[src/rtl/msrv32_pkg.sv]
// Shared constants and types for the msrv32 register file slice.
package msrv32_pkg;

  localparam int unsigned DEF_WIDTH      = 32;
  localparam int unsigned DEF_DEPTH      = 32;
  localparam int unsigned DEF_ADDR_WIDTH = 5;

  typedef logic [DEF_WIDTH-1:0]      word_t;
  typedef logic [DEF_ADDR_WIDTH-1:0] addr_t;

  // x0 is hardwired to zero and never marked busy.
  localparam addr_t X0_ADDR = '0;

endpackage

[src/rtl/msrv32_rf_bypass_sel.sv]
// Per-read-port next-value select: x0 forces zero, otherwise the highest-index
// write port hitting the read address wins over the stored value.
module msrv32_rf_bypass_sel
  import msrv32_pkg::*;
#(
  parameter int unsigned WIDTH      = DEF_WIDTH,
  parameter int unsigned ADDR_WIDTH = DEF_ADDR_WIDTH,
  parameter int unsigned WR_PORTS   = 1
) (
  input  logic [ADDR_WIDTH-1:0]          rs_addr_i,
  input  logic [WR_PORTS-1:0]            wr_en_i,
  input  logic [WR_PORTS*ADDR_WIDTH-1:0] wr_addr_i,
  input  logic [WR_PORTS*WIDTH-1:0]      wr_data_i,
  input  logic [WIDTH-1:0]               stored_i,
  output logic [WIDTH-1:0]               next_val_o
);

  // Ascending scan so the last matching (highest) write port overrides.
  always_comb begin
    next_val_o = stored_i;
    for (int w = 0; w < WR_PORTS; w++) begin
      if (wr_en_i[w] && (wr_addr_i[w*ADDR_WIDTH +: ADDR_WIDTH] == rs_addr_i)) begin
        next_val_o = wr_data_i[w*WIDTH +: WIDTH];
      end
    end
    if (rs_addr_i == ADDR_WIDTH'(X0_ADDR)) begin
      next_val_o = '0;
    end
  end

endmodule

[src/rtl/msrv32_reg_file_mp.sv]
// Multi-port integer register file with write-to-read bypass and a busy
// scoreboard for in-flight destination registers.
module msrv32_reg_file_mp
  import msrv32_pkg::*;
#(
  parameter int unsigned WIDTH      = DEF_WIDTH,
  parameter int unsigned DEPTH      = DEF_DEPTH,
  parameter int unsigned ADDR_WIDTH = DEF_ADDR_WIDTH,
  parameter int unsigned RD_PORTS   = 2,
  parameter int unsigned WR_PORTS   = 1
) (
  input  logic                           msrv32_mp_clk_in,
  input  logic                           msrv32_mp_rst_n_in,
  input  logic [RD_PORTS-1:0]            rd_en_in,
  input  logic [RD_PORTS*ADDR_WIDTH-1:0] rs_addr_in,
  output logic [RD_PORTS*WIDTH-1:0]      rs_out,
  output logic [RD_PORTS-1:0]            rs_busy_out,
  input  logic [WR_PORTS-1:0]            wr_en_in,
  input  logic [WR_PORTS*ADDR_WIDTH-1:0] wr_addr_in,
  input  logic [WR_PORTS*WIDTH-1:0]      wr_data_in,
  input  logic                           issue_en_in,
  input  logic [ADDR_WIDTH-1:0]          issue_addr_in,
  output logic [DEPTH-1:0]               busy_vec_out
);

  logic [WIDTH-1:0]          regs_q [DEPTH];
  logic [WIDTH-1:0]          regs_d [DEPTH];
  logic [DEPTH-1:0]          busy_q, busy_d;
  logic [RD_PORTS*WIDTH-1:0] rs_q, rs_d;
  logic [RD_PORTS-1:0]       rs_busy_q, rs_busy_d;
  logic [WIDTH-1:0]          stored [RD_PORTS];
  logic [WIDTH-1:0]          sel_val [RD_PORTS];

  // Storage next state: ascending port order gives highest-port-wins on collision.
  always_comb begin
    for (int i = 0; i < DEPTH; i++) begin
      regs_d[i] = regs_q[i];
    end
    for (int w = 0; w < WR_PORTS; w++) begin
      if (wr_en_in[w] &&
          (wr_addr_in[w*ADDR_WIDTH +: ADDR_WIDTH] != ADDR_WIDTH'(X0_ADDR))) begin
        regs_d[wr_addr_in[w*ADDR_WIDTH +: ADDR_WIDTH]] = wr_data_in[w*WIDTH +: WIDTH];
      end
    end
  end

  // Scoreboard next state: writes clear, then a new issue re-sets (issue wins).
  always_comb begin
    busy_d = busy_q;
    for (int w = 0; w < WR_PORTS; w++) begin
      if (wr_en_in[w]) begin
        busy_d[wr_addr_in[w*ADDR_WIDTH +: ADDR_WIDTH]] = 1'b0;
      end
    end
    if (issue_en_in) begin
      busy_d[issue_addr_in] = 1'b1;
    end
    busy_d[0] = 1'b0;
  end

  for (genvar p = 0; p < RD_PORTS; p++) begin : g_rd_port
    assign stored[p] = regs_q[rs_addr_in[p*ADDR_WIDTH +: ADDR_WIDTH]];

    msrv32_rf_bypass_sel #(
      .WIDTH      (WIDTH),
      .ADDR_WIDTH (ADDR_WIDTH),
      .WR_PORTS   (WR_PORTS)
    ) u_bypass_sel (
      .rs_addr_i  (rs_addr_in[p*ADDR_WIDTH +: ADDR_WIDTH]),
      .wr_en_i    (wr_en_in),
      .wr_addr_i  (wr_addr_in),
      .wr_data_i  (wr_data_in),
      .stored_i   (stored[p]),
      .next_val_o (sel_val[p])
    );
  end

  // Read outputs load on enable and hold otherwise; busy reflects the post-update scoreboard.
  always_comb begin
    rs_d      = rs_q;
    rs_busy_d = rs_busy_q;
    for (int p = 0; p < RD_PORTS; p++) begin
      if (rd_en_in[p]) begin
        rs_d[p*WIDTH +: WIDTH] = sel_val[p];
        rs_busy_d[p]           = busy_d[rs_addr_in[p*ADDR_WIDTH +: ADDR_WIDTH]];
      end
    end
  end

  // State registers with asynchronous active-low clear.
  always_ff @(posedge msrv32_mp_clk_in or negedge msrv32_mp_rst_n_in) begin
    if (!msrv32_mp_rst_n_in) begin
      for (int i = 0; i < DEPTH; i++) begin
        regs_q[i] <= '0;
      end
      busy_q    <= '0;
      rs_q      <= '0;
      rs_busy_q <= '0;
    end else begin
      for (int i = 0; i < DEPTH; i++) begin
        regs_q[i] <= regs_d[i];
      end
      busy_q    <= busy_d;
      rs_q      <= rs_d;
      rs_busy_q <= rs_busy_d;
    end
  end

  assign rs_out       = rs_q;
  assign rs_busy_out  = rs_busy_q;
  assign busy_vec_out = busy_q;

endmodule

[config.mk]
export PLATFORM = sky130hd
export DESIGN_NAME = msrv32_reg_file_mp
export DESIGN_NICKNAME = d
export VERILOG_FILES = /design/src/rtl/msrv32_pkg.sv /design/src/rtl/msrv32_rf_bypass_sel.sv /design/src/rtl/msrv32_reg_file_mp.sv
export SDC_FILE = /design/constraint.sdc
export NUM_CORES = 2
export LEC_CHECK = 0
export CORE_MARGIN = 2
export CORE_UTILIZATION = 48
export DETAILED_ROUTE_END_ITERATION = 12
export HOLD_SLACK_MARGIN = 0.08
export PLACE_DENSITY = 0.63
export SYNTH_ARGS = -nofsm -noshare
export SYNTH_HDL_FRONTEND = slang
export SYNTH_HIERARCHICAL = 1
export SYNTH_SLANG_ARGS = --single-unit
[constraint.sdc]
create_clock -name msrv32_mp_clk_in -period 2.16 [get_ports msrv32_mp_clk_in]
set_clock_uncertainty 0.15 [all_clocks]
set_input_delay 0.324 -clock msrv32_mp_clk_in [delete_from_list [all_inputs] [get_ports msrv32_mp_clk_in]]
set_output_delay 0.324 -clock msrv32_mp_clk_in [all_outputs]
set_load 0.1 [all_outputs]
**After elaboration in Yosys (flattened, before gate mapping)**

Index checks and enable logic that the tools add are counted.

- Logic and storage cells: 87
- Output and inout bits: 98
- Register bits: 1,121
- Input bits: 58

- Mux-type cells: 23
- Reduce and logical (&&, ||, !) cells: 9
- Eq/ne operators: 2
- Bitwise logic cells: 6
- Magnitude comparators: 10

Operators by type and width:

| operator | number |
|---|---|
| $bwmux 1024 | 1 |
| $mux 32 | 11 |
| $bmux 32 s5 | 2 |
| $demux 32 s5 | 1 |
| $and 32x32->32 | 1 |
| $not 32->32 | 1 |
| $or 32x32->32 | 1 |
| $lt 5x6->1 const B | 4 |
| $ge 6x6->1 const B | 3 |
| $not 5->6 | 3 |
| $bmux 1 s5 | 2 |
| $demux 1 s5 | 2 |
| $eq 5x5->1 | 2 |
| $ge 5x1->1 const B | 2 |
| $logic_not 5->1 | 2 |
| $logic_and 1x1->1 | 6 |
| $lt 6x1->1 const B | 1 |
| $reduce_bool 5->1 | 1 |
| $mux 1 | 4 |

**Depth between registers and ports, before layout**

- Depth in word-level cells: 11
- Gate-level depth with buffers: 10
- Depth with buffers taken out: 7

**Hierarchy**

The synthesis kept the hierarchy.

Modules (own cells, without submodules):

| module | cells each | area an instance (um2) | seq. area each (um2) | instances |
|---|---|---|---|---|
| msrv32_reg_file_mp | 3,630 | 58,048.2 | 28,051.9 | 1 |
| msrv32_rf_bypass_sel | 123 | 640.6 | 0.0 | 2 |

**Worst setup path after synthesis**

No wires, ideal clock.

- Path type: input to register
- Start point: input rs_addr_in[0]
- End point: register rs_q[0], in the netlist rs_out[0]
- Setup slack: -1.005 ns
- Setup time: 0.125 ns
- Stages: 9
- Data required time: 1.885 ns
- Buffers on the path: 3
- Data arrival time: 2.890 ns
- Cell sequence: clkbuf_1 > clkbuf_1 > buf_1 > mux4_2 > mux4_2 > mux2_2 > nand2_1 > o21ai_0 > mux2_2

RTL lines:

| what | line | text |
|---|---|---|
| start: declaration | msrv32_reg_file_mp.sv:15 | `input logic [RD_PORTS*ADDR_WIDTH-1:0] rs_addr_in,` |
| end signal: assignment | msrv32_reg_file_mp.sv:104 | `rs_q <= rs_d;` |
| end: declaration | msrv32_reg_file_mp.sv:29 | `logic [RD_PORTS*WIDTH-1:0] rs_q, rs_d;` |

==> metrics <==
final worst slack=-0.225 ns; H-tree depth=3; Routed Wire Length=197 mm; die area=0.126 mm^2; Critical Path Source=regs_q[435]; DP Area=0.0694 mm^2; die width=~360 um; global route total overflow=0; HP Start=issue_addr_in[3]; Synth Area in Adders=0%; Tmin final=between 2 and 2.5 ns; Worst setup SP type=register; drt drc=0; Starting DRT DRC Count=approximately 3.8k; sequential area share after synthesis=a little under half; Post-Route Utilization=between 60% and 70%; CP arrival=roughly 2.9 ns; first-pass GRT wire length=about 300 mm; Seq pwr share=39.2%; Buffers on Ports=about 150; Hold/Removal Path Class=in -> reg; I/O pins=approximately 160; # clock sinks=between 1k and 1.5k; area fraction in compound gates after synthesis=around 1.3%; Reg clk slew, reported paths=~0.060 ns; #FFs+latches synth=roughly 1.1k; max-cap violations=0; # rows=~130; DP Wirelength=127 mm; R2R Path Start=regs_q[435]; Gate power share=29.2%; DR pass1 iterations=5; RSZ-0062 raised after global routing=true; Max Freq=roughly 0.42 GHz; Tcrit/Tclk final=110%; vias per cell=around 6.4; post-synthesis mux area share=44.8%; ANT cells=0; predominant post-synthesis flop cell=dfrtp_1; ANT nets after route=0; Post-Syn Area=just under 0.06 mm^2; status=finished with violations; worst-margin pin slew=approximately 1.1 ns; final hold violation count=0; Post-Place Worst Slack=-0.933 ns; Cell Int Power=a little under 50 mW; Synthesized Nets=between 3k and 4k; Power Dens Cells=~960 mW/mm^2; simple-gate share of the synthesized area=under 10%; CP endpoint kind=register; later-pin clock latency in the skew report=around 0.77 ns; Pleak=about 34 nW; Starting Density=48.6%; WL/cell=between 30 and 40 um; synthesis-to-layout area growth=26.5%; Final Net Count=~4.6k; final setup violating endpoints=63; initial antenna violation count=0; Synth area leaders=dfrtp_1, mux4_2, mux2_2; yosys warns=6; Switching Power=22.1 mW; most frequent cells in the layout=dfrtp_1, mux2_2, buf_4, mux4_2, buf_12; cell area after layout=0.0751 mm^2; CTS tree=done; failing checks=setup timing; Async SR Flop Fraction=100%; Clock Power Share=between 30% and 40%; Final Slew Violations=0; commonest non-fill, non-tap cell in the layout=dfrtp_1; total number of vias=roughly 40k; largest area contributor in the netlist=dfrtp_1; Avg Inst Size Synth=about 15 um^2; Sw Ratio=30.8%; Max-slew headroom=between 20 and 30%; Cells after Synth=3876; global placement routability congestion=around 0.9; Critical Path Fanout Max=2; Req. time, crit path=2.65 ns; share of cells above drive strength 1=about 66%; Num CTS Buffers=roughly 120; pin count of the biggest net entering global routing=83; vias in the first global route=about 42k; CORE AREA=around 0.12 mm^2; total power=between 70 and 80 mW; CTS root buf=clkbuf_16; Synth cell types=60; Max rail drop VDD=between 1 and 1.5 mV; WS Path Type=reg -> reg; GR Util All Layers=roughly a third; clk buf depth=3; Synth Area in XOR/XNOR=less than 1%; Post-synth EDFFs=0; Filler Cell Count=9203; post-synth top area share=between 40% and 50%; Die Span Y=356 um; largest family of logic cells by synthesized area=multiplexers
synthesized netlist by cell type, drive strengths merged (3+ instances only):
cell / instances
a21boi: 3
a21oi: 13
a22o: 3
a22oi: 6
and2: 10
and3b: 3
buf: 122
clkbuf: 320
dfrtp: 1121
inv: 23
mux2: 1064
mux2i: 6
mux4: 646
nand2: 275
nand2b: 3
nand3: 4
nand3b: 3
nand4: 65
nand4b: 3
nor2: 31
nor3: 5
nor4: 4
o21ai: 81
o22ai: 4
or2: 3
or3b: 3
xor2: 8
through the flow:
stage / hold WS (ns) / setup TNS (ns) / std cells
floorplan: -0.122 / -24.75 / 3876
global placement: 0.150 / -519.19 / 6029
detailed placement: 0.149 / -546.57 / 6029
CTS: 0.141 / -7.98 / 6276
global route: 0.160 / -10.83 / 6283
finish: 0.147 / -8.35 / 6283
state kept, by name, summed over array words and instances, names as in the netlist:
| signal | count |
|---|---|
| busy_vec_out | 31 |
| regs_q | 1024 |
| rs_busy_out | 2 |
| rs_out | 64 |
final cells by class:
class                           count  area, um^2  area share (%)
Clock buffer                      169        3490            4.65
Clock inverter                     58         857            1.14
Inverter                           24        91.3           0.122
Multi-Input combinational cell   2289       30600            40.8
Sequential cell                  1121       28100            37.4
Tap cell                         1625        2030            2.71
Timing Repair Buffer              997        9910            13.2
worst paths after layout:
check,cells after the start,endpoint,slack [ns]
max,7,rs_out[19],-0.23
min,5,busy_vec_out[5],0.15
max reg2reg,7,rs_out[19],-0.23
min reg2reg,0,regs_q[1001],0.25
max in group asynchronous,3,regs_q[884],0.32
min in group asynchronous,3,regs_q[859],0.21
kinds of logic after synthesis:
logic type	Yosys count
mux	1716
compound gates	131
buf+inv	466
xor+xnor	10
simple gates	431
flops	1121
other cells	1
critical path, stage by stage, from the launching register on:
cell and delay, ns:
dfrtp_1 0.39, buf_6 0.12, mux4_2 0.48, mux4_2 0.48, mux2_4 0.29, nand2_4 0.06, o21ai_2 0.06, mux2_4 0.25
timing repair:
action	4_1_cts	5_1_grt
buffers inserted	15	7
gates resized for setup	199	144
endpoints found under the setup margin	66	66
gates cloned	0	0
hold endpoints to repair	1156	0
pin swaps	33	30
hold buffers	5	0
power groups by stage:
| stage | Clock (mW) | Combinational, mW | Sequential [mW] |
|---|---|---|---|
| after CTS | 23.0 | 20.7 | 28.0 |
| after global routing | 23.9 | 22.1 | 28.6 |
| final | 22.7 | 21.0 | 28.2 |
| after global placement | 0 | 19.7 | 28.2 |
| after detailed placement | 0 | 20.0 | 28.3 |
| after floorplan | 0 | 10.1 | 31.1 |
metal layers:
layer | vias to the layer above | GRT usage [%] | wire (um)
met5 | - | 0 | 0
met2 | 1624 | 50.8 | 94900
met4 | 0 | 11.4 | 7740
met3 | 399 | 5.47 | 13500
li1 | 16300 | - | -
met1 | 22000 | 43.7 | 80900
Power figures use the tool's default switching activity.
